### config.mk
export PLATFORM = sky130hd
export DESIGN_NAME = seq_mult_hs
export DESIGN_NICKNAME = d
export VERILOG_FILES = /design/src/rtl/seq_mult_hs.sv
export SDC_FILE = /design/constraint.sdc
export NUM_CORES = 1
export LEC_CHECK = 0
export CAP_MARGIN = 15
export CORE_MARGIN = 2
export CORE_UTILIZATION = 63
export CTS_BUF_LIST = sky130_fd_sc_hd__clkbuf_16
export CTS_CLUSTER_SIZE = 40
export DETAILED_ROUTE_END_ITERATION = 8
export DONT_BUFFER_PORTS = 1
export PLACE_DENSITY = 0.79
export SKIP_LAST_GASP = 1
export SLEW_MARGIN = 20
export SYNTH_ARGS = -nofsm -noshare
export SYNTH_HDL_FRONTEND = slang
export SYNTH_SLANG_ARGS = --single-unit
### constraint.sdc
create_clock -name clk -period 3.6 [get_ports clk]
set_clock_uncertainty 0.2 [all_clocks]
set_input_delay 1.08 -clock clk [delete_from_list [all_inputs] [get_ports clk]]
set_output_delay 1.08 -clock clk [all_outputs]
set_load 0.005 [all_outputs]
### src/rtl/seq_mult_hs.sv
// seq_mult_hs: sequential shift-add multiplier, c = a * b, unsigned or signed per operation.
//   Ports: clk, rst (async, active-high); operand side start/in_ready with sign_mode, a, b;
//   result side c/c_valid/c_ready; busy high while iterating.
//   One bit of |a| is consumed per cycle, so a result takes A_WIDTH cycles after accept.
module seq_mult_hs #(
    parameter int A_WIDTH = 3,
    parameter int B_WIDTH = 4,
    localparam int P_WIDTH = A_WIDTH + B_WIDTH
) (
    input  logic               clk,
    input  logic               rst,
    input  logic               start,
    output logic               in_ready,
    input  logic               sign_mode,
    input  logic [A_WIDTH-1:0] a,
    input  logic [B_WIDTH-1:0] b,
    output logic [P_WIDTH-1:0] c,
    output logic               c_valid,
    input  logic               c_ready,
    output logic               busy
);
    localparam int CW = $clog2(A_WIDTH + 1);

    typedef enum logic [1:0] {IDLE, BUSY, DONE} state_t;

    state_t             state_q, state_d;
    logic [A_WIDTH-1:0] a_mag_q, a_mag_d;
    logic [P_WIDTH-1:0] b_mag_q, b_mag_d;
    logic [P_WIDTH-1:0] acc_q, acc_d;
    logic [CW-1:0]      cnt_q, cnt_d;
    logic               neg_q, neg_d;
    logic [P_WIDTH-1:0] c_q, c_d;
    logic               c_valid_q, c_valid_d;
    logic               busy_q, busy_d;
    logic               accept;
    logic [A_WIDTH-1:0] a_abs;
    logic [B_WIDTH-1:0] b_abs;

    // Gated by rst so nothing is accepted while reset is held.
    assign in_ready = !rst && (state_q == IDLE || (state_q == DONE && c_ready));
    assign accept   = start && in_ready;
    // The most-negative value negates to itself, which read unsigned is exactly 2^(W-1).
    assign a_abs    = (sign_mode && a[A_WIDTH-1]) ? -a : a;
    assign b_abs    = (sign_mode && b[B_WIDTH-1]) ? -b : b;
    assign c        = c_q;
    assign c_valid  = c_valid_q;
    assign busy     = busy_q;

    always_comb begin
        state_d   = state_q;
        a_mag_d   = a_mag_q;
        b_mag_d   = b_mag_q;
        acc_d     = acc_q;
        cnt_d     = cnt_q;
        neg_d     = neg_q;
        c_d       = c_q;
        c_valid_d = c_valid_q;
        busy_d    = busy_q;
        if (state_q == BUSY) begin
            acc_d   = a_mag_q[0] ? acc_q + (b_mag_q << cnt_q) : acc_q;
            a_mag_d = a_mag_q >> 1;
            cnt_d   = cnt_q + 1'b1;
            if (cnt_q == CW'(A_WIDTH - 1)) begin
                state_d   = DONE;
                busy_d    = 1'b0;
                c_valid_d = 1'b1;
                // A zero magnitude negates to zero, so no negative-zero pattern can appear.
                c_d       = neg_q ? -acc_d : acc_d;
            end
        end
        if (state_q == DONE && c_ready) begin
            state_d   = IDLE;
            c_valid_d = 1'b0;
        end
        // Accept wins over the DONE->IDLE move, giving back-to-back operation.
        if (accept) begin
            state_d = BUSY;
            busy_d  = 1'b1;
            a_mag_d = a_abs;
            b_mag_d = P_WIDTH'(b_abs);
            neg_d   = sign_mode && (a[A_WIDTH-1] ^ b[B_WIDTH-1]);
            acc_d   = '0;
            cnt_d   = '0;
        end
    end

    always_ff @(posedge clk or posedge rst) begin
        if (rst) begin
            state_q   <= IDLE;
            a_mag_q   <= '0;
            b_mag_q   <= '0;
            acc_q     <= '0;
            cnt_q     <= '0;
            neg_q     <= 1'b0;
            c_q       <= '0;
            c_valid_q <= 1'b0;
            busy_q    <= 1'b0;
        end else begin
            state_q   <= state_d;
            a_mag_q   <= a_mag_d;
            b_mag_q   <= b_mag_d;
            acc_q     <= acc_d;
            cnt_q     <= cnt_d;
            neg_q     <= neg_d;
            c_q       <= c_d;
            c_valid_q <= c_valid_d;
            busy_q    <= busy_d;
        end
    end
endmodule

==> results.md <==
* Maximum vdd drop at 323.7 uV
* Die Area at 3280 um^2
* Max Cap Viol at 0
* RR Startpoint: cnt_q[0]
* # rows at 19
* Yosys top cell by area: dfrtp_1
* Post-synth ARST share at 100.0%
* Fmax at 301.4 MHz
* Synth Register Bits at 28
* Max incr delay on CP at 0.51 ns
* Syn nets at 227
* Fill cells at 210
* Cts hold-fix bufs at 0
* Pre-CTS setup slack at 0.3349 ns
* Internal reg-to-reg setup slack at 0.28 ns
* Setup crit start kind: register
* WHS at 0.2961 ns
* TritonCTS Buffers at 3
* Library cells used by synthesis at 40
* # Post-CTS Setup Buffers at 0
* Number of clock sinks at 28
* P&R area growth vs syn at 6.928%
* Final setup violation count at 0
* Vert. Die Dim at 57.28 um
* CP required at 3.59 ns
* P per Cell Area at 366.0 nW/um^2
* First-pass DRT Iterations at 5
* Syn Area/Cell at 8.765 um^2
* Setup TNS at 0 ns
* Worst slew pin tran at 0.9604 ns
* Post-layout nets at 225
* Synth warn at 0
* Synth top cells by count: nand2_1 (32), dfrtp_1 (28), o21ai_0 (27)
* Drt initial violations at 54
* Tightest Hold Check Type: register to register
* Capture point of the critical path: c[6]
* Core footprint at 2734 um^2
* Top-count cell post-synth: nand2_1
* Clock root buffer: clkbuf_16
* Largest fanout on the critical path at 8
* Final Total Pwr at 0.6997 mW
* WP buf/inv at 0
* DRT antenna net count at 0
* Crit end category: register
* Clk slew on worst S/H paths at 0.07 ns
* Synth area leaders: dfrtp_1 (39%), o21ai_0 (7.6%), ha_1 (7.0%)
* Fin util at 69.93%
* Most common flop cell mapped by yosys: dfrtp_1
* Multi-input gate area in the final layout at 1007 um^2
* Total area of sequential cells at 700.7 um^2
* Delay-heaviest family, CP: compound AO/OA/AOI/OAI gates
* CTS max path bufs at 2
* Number of max-slew violations in the final report at 0
* Post-layout min period at 3.318 ns
* Synth top area share at 39.19%
* Avg Vias per Cell at 6.267
* First-pass GRT wire length at 6.534 mm
* Worst-skew pair later-pin latency at 0.26 ns
* Levels on crit path at 10
* HPWL after DPL at 2.680 mm
* Via count at 1454
* Fraction of layout cells with a size suffix above 1 at 6.965%
* Sequential fraction of the synthesis area at 39.19%
* Final Cell Area at 1912 um^2
* Crit-path cells: mux2_2 -> nand2_1 -> o21ai_0 -> ha_1 -> o211ai_2 -> o2111a_1 -> or3_1 -> o41a_1 -> xnor3_1 -> o21ai_1
* Fin cells at 232
* Worst Setup SP: cnt_q[0]
* H-tree levels at 1
* Status: finished, final reports clean
* Final WL at 3.685 mm
* Effective utilization at floorplan at 65.40%
* # IOs at 22
* Worst r2r dst: c[6]
* RSZ-0062 raised after global routing: no
* Setup WS post-layout at 0.2822 ns
* Total gr overflow at 0
* Cells after Synth at 204
* Port buffer count at 0
* Initial antenna violation count at 0
* Crit path max-delay cell type: dfrtp_1
* Placed cell areas at 1807 um^2
* Crit Path Category: register to register
* CTS tree: yes
* Largest net degree at the start of global routing at 29
* Placer congestion estimate at 0.8535
* WL/cell at 15.88 um
* Vias in the first global route at 1450
* EDFF count, synth at 0
* # DRC at 0
* Headroom to the max-slew limit at 35.58%
* Leakage at 0.9116 nW
* GRT Overall Usage at 25.69%
* # diodes at 0
* Mapped cell area at 1788 um^2
* Data arrival time of the critical path at 3.31 ns
* Final Hold Vio Count at 0
* Final worst path period share at 92.16%
* R2r worst-path depth at 10
* Cts repair resizes at 0
* Width of the die at 57.28 um
* Placed Instances at 228
-- final cells by class --
class                           instances  area share (%)
Multi-Input combinational cell        155           52.68
Sequential cell                        28           36.65
Clock buffer                            3           3.927
Inverter                               12           2.356
Tap cell                               31           2.029
Clock inverter                          1           1.571
Timing Repair Buffer                    2          0.7853
-- report_power, final --
part	total, mW	internal (mW)	leakage (nW)	switching, mW
clock network	0.328	0.221	0.0511	0.107
logic	0.0512	0.0219	0.540	0.0292
registers	0.320	0.317	0.321	0.00308
-- state kept, by name, indices dropped and copies added (netlist names) --
name / cells
acc_q: 7
c: 7
b_mag_q: 4
a_mag_q: 3
cnt_q: 2
state_q: 2
busy: 1
c_valid: 1
neg_q: 1
-- cell families after synthesis --
group / synth area share [%]
compound gates: 17.49
fa+ha+maj: 8.118
mux: 5.179
xor+xnor: 4.689
buf+inv: 4.478
simple gates: 20.85
flops: 39.19
-- worst min path at each step --
stage / endpoint / depth (start not counted) / from / slack, ns
floorplan: a_mag_q[0] / 2 / a_mag_q[1] / 0.26
global placement: a_mag_q[0] / 2 / a_mag_q[1] / 0.26
CTS: a_mag_q[0] / 2 / a_mag_q[1] / 0.29
global route: a_mag_q[0] / 2 / a_mag_q[1] / 0.34
detailed placement: a_mag_q[0] / 2 / a_mag_q[1] / 0.28
finish: a_mag_q[0] / 2 / a_mag_q[1] / 0.30
-- routing by layer --
| metal | GRT usage (%) | vias to the layer above | routed length (um) |
|---|---|---|---|
| met5 | 0 | - | 0 |
| met4 | 7.309 | 0 | 55 |
| met3 | 3.855 | 7 | 131 |
| met2 | 45.48 | 41 | 1954 |
| met1 | 32.65 | 691 | 1544 |
| li1 | - | 715 | - |
-- worst min-delay path, delay by kind of cell, from the launching register on --
family | cells | cell delay [ns]
AO/OA/AOI/OAI | 1 | 0.06
flip-flops | 1 | 0.35
AND/OR/NAND/NOR | 1 | 0.05
-- cell usage in the layout (no fill, tap or decap), types with 3 or more instances in the layout --
cell type	n
clkbuf_16	3
nand3_1	13
nand2_1	32
nor2b_1	5
nand4_1	4
nor2_1	8
ha_1	10
xnor2_1	7
o21ai_0	27
dfrtp_1	28
inv_1	11
a21oi_1	7
nor3_1	4
mux2i_1	7
Note: power is estimated with default switching activity, not from simulation.
